[config.mk]
export PLATFORM = sky130hd
export DESIGN_NAME = ov7670_frame_writer
export DESIGN_NICKNAME = d
export VERILOG_FILES = /design/src/rtl/ov7670_frame_writer_pkg.sv /design/src/rtl/ov7670_frame_writer_pixel_fifo.sv /design/src/rtl/ov7670_frame_writer.sv
export SDC_FILE = /design/constraint.sdc
export NUM_CORES = 1
export LEC_CHECK = 0
export BUFFER_PORTS_ARGS = -buffer_cell sky130_fd_sc_hd__buf_4
export CAP_MARGIN = 0
export CORE_ASPECT_RATIO = 0.5
export CORE_MARGIN = 4
export CORE_UTILIZATION = 40
export CTS_CLUSTER_SIZE = 20
export DETAILED_ROUTE_END_ITERATION = 6
export REMOVE_ABC_BUFFERS = 1
export SLEW_MARGIN = 5
export SYNTH_ARGS = -nofsm -noshare
export SYNTH_HDL_FRONTEND = slang
export SYNTH_SLANG_ARGS = --single-unit
[constraint.sdc]
create_clock -name main_clk -period 10.15 [get_ports main_clk]
set_input_delay 0.5075 -clock main_clk [delete_from_list [all_inputs] [get_ports main_clk]]
set_output_delay 0.5075 -clock main_clk [all_outputs]
set_load 0.02 [all_outputs]
[src/rtl/ov7670_frame_writer_pkg.sv]
// Shared definitions for the OV7670 camera capture blocks: FSM state
// encoding, default frame geometry and datapath widths.
package ov7670_frame_writer_pkg;

    // 240 x 240 RGB565 frame.
    localparam int unsigned FRAME_PIXELS_DEFAULT = 57600;
    localparam int unsigned FIFO_DEPTH_DEFAULT   = 8;

    localparam int unsigned PIX_W  = 16;
    localparam int unsigned ADDR_W = 16;

    // Capture FSM encoding, kept as plain constants so older tools and
    // scripts that decode the state register keep working.
    localparam logic [2:0] ST_IDLE    = 3'd0;
    localparam logic [2:0] ST_ARMED   = 3'd1;
    localparam logic [2:0] ST_CAPTURE = 3'd2;
    localparam logic [2:0] ST_DRAIN   = 3'd3;
    localparam logic [2:0] ST_DONE    = 3'd4;

endpackage

[src/rtl/ov7670_frame_writer_pixel_fifo.sv]
// Single-clock pixel FIFO sitting between the camera side and the RAM
// write port. Pointers carry one extra wrap bit so full and empty are
// distinguishable without a separate occupancy counter. A push while full
// is accepted when a pop happens in the same cycle.
module pixel_fifo #(
    parameter int unsigned DEPTH = 8,
    parameter int unsigned WIDTH = 16
) (
    input  logic             clk,
    input  logic             rst_n,
    input  logic             push_i,
    input  logic             pop_i,
    input  logic [WIDTH-1:0] wdata_i,
    output logic [WIDTH-1:0] rdata_o,
    output logic             full_o,
    output logic             empty_o
);

    localparam int unsigned AW = $clog2(DEPTH);
    localparam logic [AW:0] PTR_ONE = {{AW{1'b0}}, 1'b1};

    logic [AW:0]      wptr_q, wptr_d;
    logic [AW:0]      rptr_q, rptr_d;
    logic [WIDTH-1:0] mem_q [DEPTH];
    logic             do_push;
    logic             do_pop;

    assign empty_o = (wptr_q == rptr_q);
    assign full_o  = (wptr_q[AW] != rptr_q[AW]) &&
                     (wptr_q[AW-1:0] == rptr_q[AW-1:0]);

    assign do_pop  = pop_i && !empty_o;
    assign do_push = push_i && (!full_o || do_pop);

    assign rdata_o = mem_q[rptr_q[AW-1:0]];

    // Next pointer values.
    always_comb begin
        // NOTE: every signal gets a default first so no path leaves it
        // unassigned, which would otherwise infer a latch.
        wptr_d = wptr_q;
        rptr_d = rptr_q;
        if (do_push) wptr_d = wptr_q + PTR_ONE;
        if (do_pop)  rptr_d = rptr_q + PTR_ONE;
    end

    // Pointer registers; reset empties the FIFO.
    always_ff @(posedge clk or negedge rst_n) begin
        if (!rst_n) begin
            // NOTE: state registers use non-blocking assignments so every
            // flop samples pre-edge values regardless of block ordering.
            wptr_q <= '0;
            rptr_q <= '0;
        end else begin
            wptr_q <= wptr_d;
            rptr_q <= rptr_d;
        end
    end

    // Storage array write.
    // NOTE: the array is deliberately not reset; empty pointers make its
    // contents unobservable, and leaving it unreset lets it map onto RAM.
    always_ff @(posedge clk) begin
        if (do_push) mem_q[wptr_q[AW-1:0]] <= wdata_i;
    end

endmodule

[src/rtl/ov7670_frame_writer.sv]
// Captures one OV7670 frame per start pulse and streams the accepted
// pixels into RAM at consecutive addresses through a small FIFO. Flags
// report dropped pixels (FIFO full) and frames cut short by VSYNC.
module ov7670_frame_writer
    import ov7670_frame_writer_pkg::*;
#(
    parameter int unsigned FRAME_PIXELS = FRAME_PIXELS_DEFAULT,
    parameter int unsigned FIFO_DEPTH   = FIFO_DEPTH_DEFAULT
) (
    input  logic              main_clk,
    input  logic              reset_n,
    input  logic              start,
    input  logic              new_img,
    input  logic              pix_valid,
    input  logic [PIX_W-1:0]  pix_data,
    input  logic              ram_ready,
    output logic              ram_wr,
    output logic [ADDR_W-1:0] ram_addr,
    output logic [PIX_W-1:0]  ram_wdata,
    output logic              busy,
    output logic              frame_done,
    output logic              overflow,
    output logic              short_frame
);

    localparam logic [15:0] FRAME_LAST = 16'(FRAME_PIXELS - 1);

    logic [2:0]        state_q, state_d;
    logic              new_img_q;
    logic [15:0]       pix_cnt_q, pix_cnt_d;
    logic [ADDR_W-1:0] wr_addr_q, wr_addr_d;
    logic              overflow_q, overflow_d;
    logic              short_q, short_d;

    logic              fifo_full;
    logic              fifo_empty;
    logic [PIX_W-1:0]  fifo_head;
    logic              push;
    logic              pop;
    logic              vs_rise;
    logic              vs_fall;
    logic              frame_complete;

    // The RAM side always presents the FIFO head; a transfer pops it.
    assign pop  = !fifo_empty && ram_ready;
    // A full FIFO still takes a pixel when the head leaves in the same cycle.
    assign push = (state_q == ST_CAPTURE) && pix_valid && (!fifo_full || pop);

    assign vs_rise        = new_img && !new_img_q;
    assign vs_fall        = !new_img && new_img_q;
    assign frame_complete = push && (pix_cnt_q == FRAME_LAST);

    pixel_fifo #(
        .DEPTH (FIFO_DEPTH),
        .WIDTH (PIX_W)
    ) u_pixel_fifo (
        .clk     (main_clk),
        .rst_n   (reset_n),
        .push_i  (push),
        .pop_i   (pop),
        .wdata_i (pix_data),
        .rdata_o (fifo_head),
        .full_o  (fifo_full),
        .empty_o (fifo_empty)
    );

    // Capture FSM, pixel counter, write address and sticky flags.
    always_comb begin
        state_d    = state_q;
        pix_cnt_d  = pix_cnt_q;
        wr_addr_d  = wr_addr_q;
        overflow_d = overflow_q;
        short_d    = short_q;

        if (pop) wr_addr_d = wr_addr_q + 16'd1;

        case (state_q)
            ST_IDLE: begin
                if (start) begin
                    state_d    = ST_ARMED;
                    pix_cnt_d  = '0;
                    wr_addr_d  = '0;
                    overflow_d = 1'b0;
                    short_d    = 1'b0;
                end
            end
            ST_ARMED: begin
                if (vs_fall) state_d = ST_CAPTURE;
            end
            ST_CAPTURE: begin
                if (push) pix_cnt_d = pix_cnt_q + 16'd1;
                if (pix_valid && !push) overflow_d = 1'b1;
                if (frame_complete) begin
                    state_d = ST_DRAIN;
                end else if (vs_rise) begin
                    // Any push in this cycle is already kept above.
                    short_d = 1'b1;
                    state_d = ST_DRAIN;
                end
            end
            ST_DRAIN: begin
                // Empty FIFO means no write is still being presented.
                if (fifo_empty) state_d = ST_DONE;
            end
            ST_DONE: begin
                state_d = ST_IDLE;
            end
            default: begin
                state_d = ST_IDLE;
            end
        endcase
    end

    // Control registers with asynchronous reset.
    always_ff @(posedge main_clk or negedge reset_n) begin
        if (!reset_n) begin
            state_q    <= ST_IDLE;
            new_img_q  <= 1'b0;
            pix_cnt_q  <= '0;
            wr_addr_q  <= '0;
            overflow_q <= 1'b0;
            short_q    <= 1'b0;
        end else begin
            state_q    <= state_d;
            new_img_q  <= new_img;
            pix_cnt_q  <= pix_cnt_d;
            wr_addr_q  <= wr_addr_d;
            overflow_q <= overflow_d;
            short_q    <= short_d;
        end
    end

    assign ram_wr      = !fifo_empty;
    assign ram_addr    = wr_addr_q;
    // Gate the head so the data bus reads zero whenever nothing is presented.
    assign ram_wdata   = fifo_empty ? '0 : fifo_head;
    assign busy        = (state_q != ST_IDLE);
    assign frame_done  = (state_q == ST_DONE);
    assign overflow    = overflow_q;
    assign short_frame = short_q;

endmodule

==> results of run 1 <==
## kinds of logic (layout without fill, tap and decap cells)
family / count (synthesis) / count (layout) / synth area share, %
flip-flops: 174 / 174 / 67.6
AND/OR/NAND/NOR: 130 / 130 / 9.43
multiplexers: 55 / 55 / 12.9
AO/OA/AOI/OAI: 32 / 32 / 3.07
buffers and inverters: 32 / 110 / 2.12
XOR/XNOR: 29 / 29 / 4.20
adder cells (fa/ha/maj): 4 / 4 / 0.677
## worst max-delay path, stage by stage, from the launching register on
cell,delay (ps)
dfrtp_2,340
buf_4,570
xor2_4,200
nor4_4,560
buf_4,370
nor2_1,100
buf_4,160
## cell type report
| type | count | area [µm²] | area share, % |
|---|---|---|---|
| clock buffer | 18 | 429 | 4.92 |
| clock inverter | 14 | 164 | 1.88 |
| inverter | 7 | 26.3 | 0.301 |
| multi-input combinational | 250 | 2290 | 26.2 |
| sequential | 174 | 5000 | 57.2 |
| tap | 234 | 293 | 3.35 |
| timing repair buffer | 71 | 533 | 6.10 |
## state kept, by name, summed over array words and instances, names as in the netlist
| name | count |
|---|---|
| u_pixel_fifo.mem_q | 128 |
| pix_cnt_q | 16 |
| new_img_q | 1 |
| overflow | 1 |
| u_pixel_fifo.rptr_q | 4 |
| short_frame | 1 |
| state_q | 3 |
| ram_addr | 16 |
| u_pixel_fifo.wptr_q | 4 |
## final timing paths
| kind | to | slack [ps] | startpoint | depth (start not counted) |
|---|---|---|---|---|
| setup / recovery | ram_wdata[11] | 6890 | u_pixel_fifo.rptr_q[0] | 6 |
| hold / removal | ram_addr[13] | 80 | reset_n | 1 |
| setup reg to reg | u_pixel_fifo.mem_q[0][15] | 7170 | u_pixel_fifo.rptr_q[0] | 7 |
| hold reg to reg | pix_cnt_q[14] | 480 | pix_cnt_q[14] | 1 |
| max in group asynchronous | u_pixel_fifo.rptr_q[0] | 9610 | reset_n | 1 |
| min in group main_clk | new_img_q | 220 | new_img | 1 |
## report_power, final
| group | switching (mW) | internal (mW) |
|---|---|---|
| Clock | 0.307 | 0.333 |
| Combinational | 0.443 | 0.352 |
| Sequential | 0.0662 | 0.830 |
## cell usage after synthesis, drive strengths merged (2+ instances only)
master   number
a2111oi       3
a211oi        3
a21o          2
a21oi        12
and2          3
and3          5
and4          5
buf          16
clkbuf        9
dfrtp        46
edfxtp      128
ha            4
inv           7
mux2          2
mux2i        21
mux4         32
nand2        21
nand2b        3
nand3        10
nand3b        3
nand4         5
nor2         41
nor3         10
nor3b         4
nor4          4
nor4b         4
o21ai         4
o31ai         2
o41ai         2
or3           5
or4           2
xnor2        18
xor2         11
## metal layers
layer / track usage (%) / up-vias / part of all wire (%)
li1: - / 1876 / -
met2: 22.7 / 69 / 49
met1: 18.6 / 2058 / 47
met3: 3.02 / 15 / 3.3
met5: 0 / - / 0
met4: 4.52 / 0 / 1.4
## cells in the final DEF (no fill, tap or decap), types with 4 or more instances in the layout
master	n
edfxtp_1	128
buf_4	71
dfrtp_1	45
nor2_1	41
mux4_2	32
nand2_1	21
mux2i_1	21
xnor2_1	18
clkbuf_16	17
a21oi_1	11
nand3_1	10
xor2_1	8
inv_1	7
nor3_1	6
or3_1	5
and3_1	5
and4_1	5
nand4_1	5
inv_8	5
o21ai_0	4
ha_1	4
clkinv_8	4
## through the flow
stage / hold slack, ps / cells / setup slack [ps]
final: 83.6 / 768 / 6890
after global routing: 131 / 768 / 6600
after CTS: 106 / 768 / 6780
after detailed placement: 464 / 736 / 7100
after global placement: 470 / 736 / 7150
after floorplan: 212 / 431 / 5620
==> impl_results.md, run 1 <==
* Root Buffer Master: clkbuf_16
* CORE AREA at 17700 µm²
* Normalized max-slew margin at 36.9%
* Setup TNS at 0 ps
* CTS Buf Count at 17
* H-tree depth at 4
* Initial core utilization at 41.6%
* # hold bufs at CTS at 0
* Vias in the first global route at 4050
* Library cells used by synthesis at 51
* Power consumption at 2.33 mW
* Critical Path End Type: output port
* CP max FO at 36
* Routed WL per cell at 18.2 µm
* Area after DPL at 8140 µm²
* Post-synth top area share at 52.0%
* Chip Width at 200 µm
* Yosys warnings at 0
* Vias/cell at 5.23
* Seq/Total Area, Yosys at 67.6%
* CP arrival at 2750 ps
* Synthesized instance count at 456
* DRT Pass-1 Iters at 4
* Initial antenna violation count at 0
* Fillcell total at 1480
* Syn Area/Cell at 16.2 µm²
* Vias at 4018
* Status: finished clean
* FP Rows at 34
* Worst-Margin Slew at 947 ps
* Max-cap violations at 0
* Startpoint types: flip-flop
* PostCTS Resize Cnt at 0
* Largest net degree at the start of global routing at 47
* Final ANT Viol Nets at 0
* Die Area at 20800 µm²
* Port Buffers at 58
* Hold WC Path Type: primary input to async pin
* Clock skew at 11.9 ps
* Design area at 8730 µm²
* Clock-pin transition on the worst setup and hold timing paths at 80 ps
* Ant diodes at 0
* GRT Util Overall at 13.8%
* Slew Limit Fails at 0
* Bufs on Longest Clock Path at 2
* Synth top area cells: edfxtp_1, dfrtp_1, mux4_2
* CTS tree: yes
* Prevailing post-synth register cell: edfxtp_1
* Remaining Overflow, GRT at 0
* EDFF count, synth at 128
* Crit path required time at 9640 ps
* Ys async rst share at 26.4%
* Placer Congestion at 0.738
* Fraction of layout cells with a size suffix above 1 at 29.2%
* Clk Latency, worst-skew pair at 420 ps
* Final Critical Period at 3260 ps
* PD cells at 267 nW/µm²
* Fin nets at 547
* Global-route wire length before repair at 22.8 mm
* DRC at 0
* Area Overhead vs Synth at 18.2%
* Post-DP HPWL at 8.49 mm
* RSZ-0062 raised after global routing: no
* Final wirelength at 14.0 mm
* Final hold vios at 0
* Clock Sinks at 174
* Fmax at 307 MHz
* Yosys reg bits at 174
* Post-route clock period utilization at 32.1%
* Synth area leader: edfxtp_1
* Iteration-0 DRC count of the detailed router at 298
* Postcts setup bufs at 0
* Synth Cell Area at 7390 µm²
* Crit Path Class: flip-flop to output port
* IO Pins at 59
* Setup Viol. Count Final at 0
* Leak at 3.16 nW
* Final Util at 49.2%
* Die Y at 104 µm
* Max IR drop VDD at 0.000164 V
No activity file was read; power rests on OpenSTA's default activity.
==> run 2, diff against run 1 <==
clock period = 2.7 ns   (was 10.15 ns; I/O delays follow)
==> impl_results.md, run 2 (synthesized netlist as in run 1, its figures left out) <==
* Clk Latency, worst-skew pair at 430 ps
* Fillcell total at 1435
* Commonest non-fill, non-tap cell in the layout: edfxtp_1
* Final Critical Period at 2530 ps
* H-tree depth at 4
* Setup TNS at 0 ps
* Clock power share at 27.3%
* Inst Count DP at 747
* Final ANT Viol Nets at 0
* RSZ-0062 raised after global routing: no
* Startpoint types: flip-flop
* CTS tree: yes
* Vias in the first global route at 4260
* Final wirelength at 14.1 mm
* Hold WS at 54.6 ps
* CP arrival at 2640 ps
* CP max FO at 12
* Final worst setup slack at 175 ps
* DP Worst Slack at 166 ps
* Combinational power share at 35.0%
* Placer Congestion at 0.726
* Int Pwr at 5.78 mW
* Sw Share at 34.9%
* Fraction of layout cells with a size suffix above 1 at 29.8%
* Setup Viol. Count Final at 0
* DRC at 0
* Post-layout instance count excluding filler cells at 797
* Vias/cell at 5.22
* Met3 Usage GRT at 3.18%
* Fin nets at 576
* Remaining Overflow, GRT at 0
* Crit path required time at 2820 ps
* Power consumption at 8.88 mW
* Global-route wire length before repair at 23.4 mm
* CORE AREA at 17700 µm²
* Leak at 3.30 nW
* DRT Pass-1 Iters at 4
* Initial core utilization at 41.6%
* Layer with the highest usage: met2
* Bufs on Longest Clock Path at 2
* Post-route clock period utilization at 93.5%
* Area after DPL at 8220 µm²
* Clock Sinks at 174
* Slew Limit Fails at 0
* Clock-pin transition on the worst setup and hold timing paths at 70 ps
* Final Util at 50.7%
* Met2 global-route usage at 23.3%
* Normalized max-slew margin at 59.6%
* Die Y at 104 µm
* Status: finished clean
* Area Overhead vs Synth at 21.7%
* Largest register FFs at 128
* Most frequent cells in the layout: edfxtp_1, buf_4, dfrtp_1
* PD cells at 988 nW/µm²
* Die Area at 20800 µm²
* Post-DP HPWL at 8.78 mm
* Crit Path Class: flip-flop to flip-flop
* Initial antenna violation count at 0
* Psw at 3.10 mW
* CTS Buf Count at 17
* Fmax at 396 MHz
* Met1 Track Usage GR at 18.9%
* GRT Util Overall at 14.0%
* Hold WC Path Type: primary input to flip-flop
* Iteration-0 DRC count of the detailed router at 323
* Vias at 4163
* Largest net degree at the start of global routing at 47
* Worst-Margin Slew at 591 ps
* Max IR drop VDD at 0.000521 V
* FP Rows at 34
* Final hold vios at 0
* Design area at 8990 µm²
* IO Pins at 59
* Max-cap violations at 0
* Chip Width at 200 µm
* Sequential share of power at 37.8%
* Critical Path End Type: flip-flop
* Clock skew at 14.3 ps
* Root Buffer Master: clkbuf_16
* Port Buffers at 58
* Ant diodes at 0
* Routed WL per cell at 17.6 µm
## run 2: cell count changes in the layout (fill, tap and decap cells not counted), sizes merged
cell,change
buf,+11
dlygate4sd3,+18
inv,+2
clkinv,-1
clkbuf,-1
## run 2: power groups by stage
stage | logic, mW | clock network (mW) | registers (mW)
after floorplan | 1.73 | 0 | 3.66
after global placement | 3.13 | 0 | 3.40
after detailed placement | 3.15 | 0 | 3.41
after CTS | 3.17 | 2.48 | 3.36
after global routing | 3.40 | 2.59 | 3.38
final | 3.11 | 2.42 | 3.35
## run 2: cell type report
type | instances | area (µm²) | area share, %
sequential | 174 | 5000 | 55.6
multi-input combinational | 250 | 2290 | 25.5
timing repair buffer | 100 | 800 | 8.89
clock buffer | 17 | 425 | 4.73
tap | 234 | 293 | 3.26
clock inverter | 15 | 161 | 1.80
inverter | 7 | 26.3 | 0.292
## run 2: path summary, 6_finish.rpt
check,startpoint,cells after the start,slack [ps],to
min,ram_ready,3,50,u_pixel_fifo.rptr_q[2]
max in group asynchronous,reset_n,2,2010,u_pixel_fifo.rptr_q[0]
min reg2reg,pix_cnt_q[14],1,490,pix_cnt_q[14]
max reg2reg,u_pixel_fifo.wptr_q[2],6,170,u_pixel_fifo.mem_q[1][8]
min in group asynchronous,reset_n,2,250,ram_addr[13]
max,u_pixel_fifo.wptr_q[2],6,170,u_pixel_fifo.mem_q[1][8]
## run 2: what timing repair did
| item | CTS | global route |
|---|---|---|
| resized for setup | 0 | 1 |
| endpoints found under the setup margin | 0 | 15 |
| setup buffers | 0 | 0 |
| hold buffers | 18 | 0 |
| hold endpoints to repair | 175 | 0 |
## run 2: critical path, stage by stage (launching register included)
cell      delay, ps
dfrtp_1         620
xor2_4          260
nor3_4           70
and2_1          150
nand2b_1        250
nor4b_2         540
buf_4           320
## run 2: per-layer routing
metal / vias to the layer above / share of wire, %
li1: 1940 / -
met2: 58 / 50
met5: - / 0
met1: 2153 / 46
met4: 0 / 1.1
met3: 12 / 2.6
==> run 3, diff against run 2 <==
ABC_CLOCK_PERIOD_IN_PS = 2700   (was not set)
CORE_UTILIZATION = 35   (was 40)
CTS_BUF_LIST = sky130_fd_sc_hd__clkbuf_2 sky130_fd_sc_hd__clkbuf_4 sky130_fd_sc_hd__clkbuf_8   (was not set)
==> impl_results.md, run 3 (synthesized netlist as in run 1, its figures left out) <==
* Fmax at 399 MHz
* DRT Pass-1 Iters at 4
* Root Buffer Master: clkbuf_8
* Hold WS at 44.2 ps
* Largest net degree at the start of global routing at 47
* RSZ-0062 raised after global routing: no
* Slew Limit Fails at 0
* Post-DP HPWL at 8.62 mm
* Final hold vios at 0
* CP arrival at 2630 ps
* Die Area at 23600 µm²
* Ant diodes at 0
* Leak at 3.18 nW
* Area Overhead vs Synth at 19.5%
* Vias at 4043
* Die Y at 111 µm
* FF-to-FF End: u_pixel_fifo.mem_q[5][2]
* Hold WC Path Type: primary input to flip-flop
* PD cells at 934 nW/µm²
* Clock skew at 17.8 ps
* Clock Sinks at 174
* Reg2reg start: u_pixel_fifo.wptr_q[1]
* CTS tree: yes
* Vias/cell at 4.88
* Max-cap violations at 0
* Crit path required time at 2820 ps
* Inst Count DP at 779
* Final Util at 42.8%
* Chip Width at 213 µm
* Bufs on Longest Clock Path at 2
* Remaining Overflow, GRT at 0
* Setup Viol. Count Final at 0
* Largest register FFs at 128
* FP Rows at 37
* Power consumption at 8.25 mW
* Clock-pin transition on the worst setup and hold timing paths at 90 ps
* Initial antenna violation count at 0
* Status: finished clean
* Iteration-0 DRC count of the detailed router at 248
* Vias in the first global route at 4120
* Startpoint types: flip-flop
* Crit Path Class: flip-flop to flip-flop
* Worst hold start: ram_ready
* Final Critical Period at 2510 ps
* Fraction of layout cells with a size suffix above 1 at 28.8%
* Fillcell total at 1820
* CORE AREA at 20600 µm²
* Placer Congestion at 0.718
* CTS Buf Count at 17
* Setup crit end: u_pixel_fifo.mem_q[5][2]
* Routed WL per cell at 16.9 µm
* Commonest non-fill, non-tap cell in the layout: edfxtp_1
* Worst setup path start: u_pixel_fifo.wptr_q[1]
* H-tree depth at 4
* Fin nets at 569
* Post-route clock period utilization at 92.8%
* Global-route wire length before repair at 23.2 mm
* Most frequent cells in the layout: edfxtp_1, buf_4, dfrtp_1
* Max IR drop VDD at 0.000358 V
* Worst-Margin Slew at 611 ps
* Final ANT Viol Nets at 0
* Worst Reg-to-Reg Cells at 6
* CP max FO at 16
* DRC at 0
* IO Pins at 59
* Reg2reg setup slack at 190 ps
* Initial core utilization at 35.8%
* Post-layout instance count excluding filler cells at 829
* GRT Util Overall at 12.5%
* Port Buffers at 58
* Clk Latency, worst-skew pair at 440 ps
* Final wirelength at 14.0 mm
* Normalized max-slew margin at 59.1%
* Critical Path End Type: flip-flop
[run 3: area by class of cell]
type,instances,area (µm²),share of cell area (%)
Clock inverter,15,171,1.94
Multi-Input combinational cell,250,2290,25.9
Timing Repair Buffer,93,768,8.70
Sequential cell,174,5000,56.6
Tap cell,273,342,3.87
Clock buffer,17,234,2.65
Inverter,7,26.3,0.298
[run 3: worst min path at each step]
stage / to / slack, ps / cells past startpoint
2_1_floorplan: new_img_q / -160 / 0
3_3_place_gp: ram_addr[10] / 190 / 1
3_5_place_dp: ram_addr[13] / 190 / 1
4_1_cts: u_pixel_fifo.rptr_q[2] / 20 / 3
5_1_grt: u_pixel_fifo.rptr_q[2] / 20 / 3
6_report: u_pixel_fifo.rptr_q[2] / 40 / 3
[run 3: where the power goes]
part / internal, mW / switching [mW] / total (mW)
clock network: 0.779 / 1.03 / 1.81
registers: 3.12 / 0.258 / 3.38
logic: 1.39 / 1.68 / 3.06
[run 3: metal layers]
layer,part of all wire [%],routed length (µm),track usage [%],up-vias
met5,0,0,0,-
met1,49,6820,18.3,2060
met4,0.99,138,3.71,0
met3,2.7,380,2.37,11
met2,48,6660,19.2,51
li1,-,-,-,1921
[run 3: worst max-delay path, stage by stage, from the launching register on]
cell     delay [ps]
dfrtp_1         670
xor2_4          270
nor3_4          110
a21oi_2         380
nand2_1         220
nor3b_2         240
buf_4           300
[run 3: repair_timing]
item / 4_1_cts / 5_1_grt
hold endpoints to repair: 177 / 0
hold buffers: 18 / 0
setup buffers: 0 / 0
gates resized for setup: 0 / 0
endpoints found under the setup margin: 0 / 0
[run 3: through the flow]
step | setup TNS [ps] | setup slack (ps) | area [µm²]
6_report | 0 | 194 | 8830
5_1_grt | 0 | 64.2 | 8830
4_1_cts | 0 | 192 | 8830
3_5_place_dp | 0 | 203 | 8240
3_3_place_gp | 0 | 321 | 8240
2_1_floorplan | -196640 | -1830 | 7260
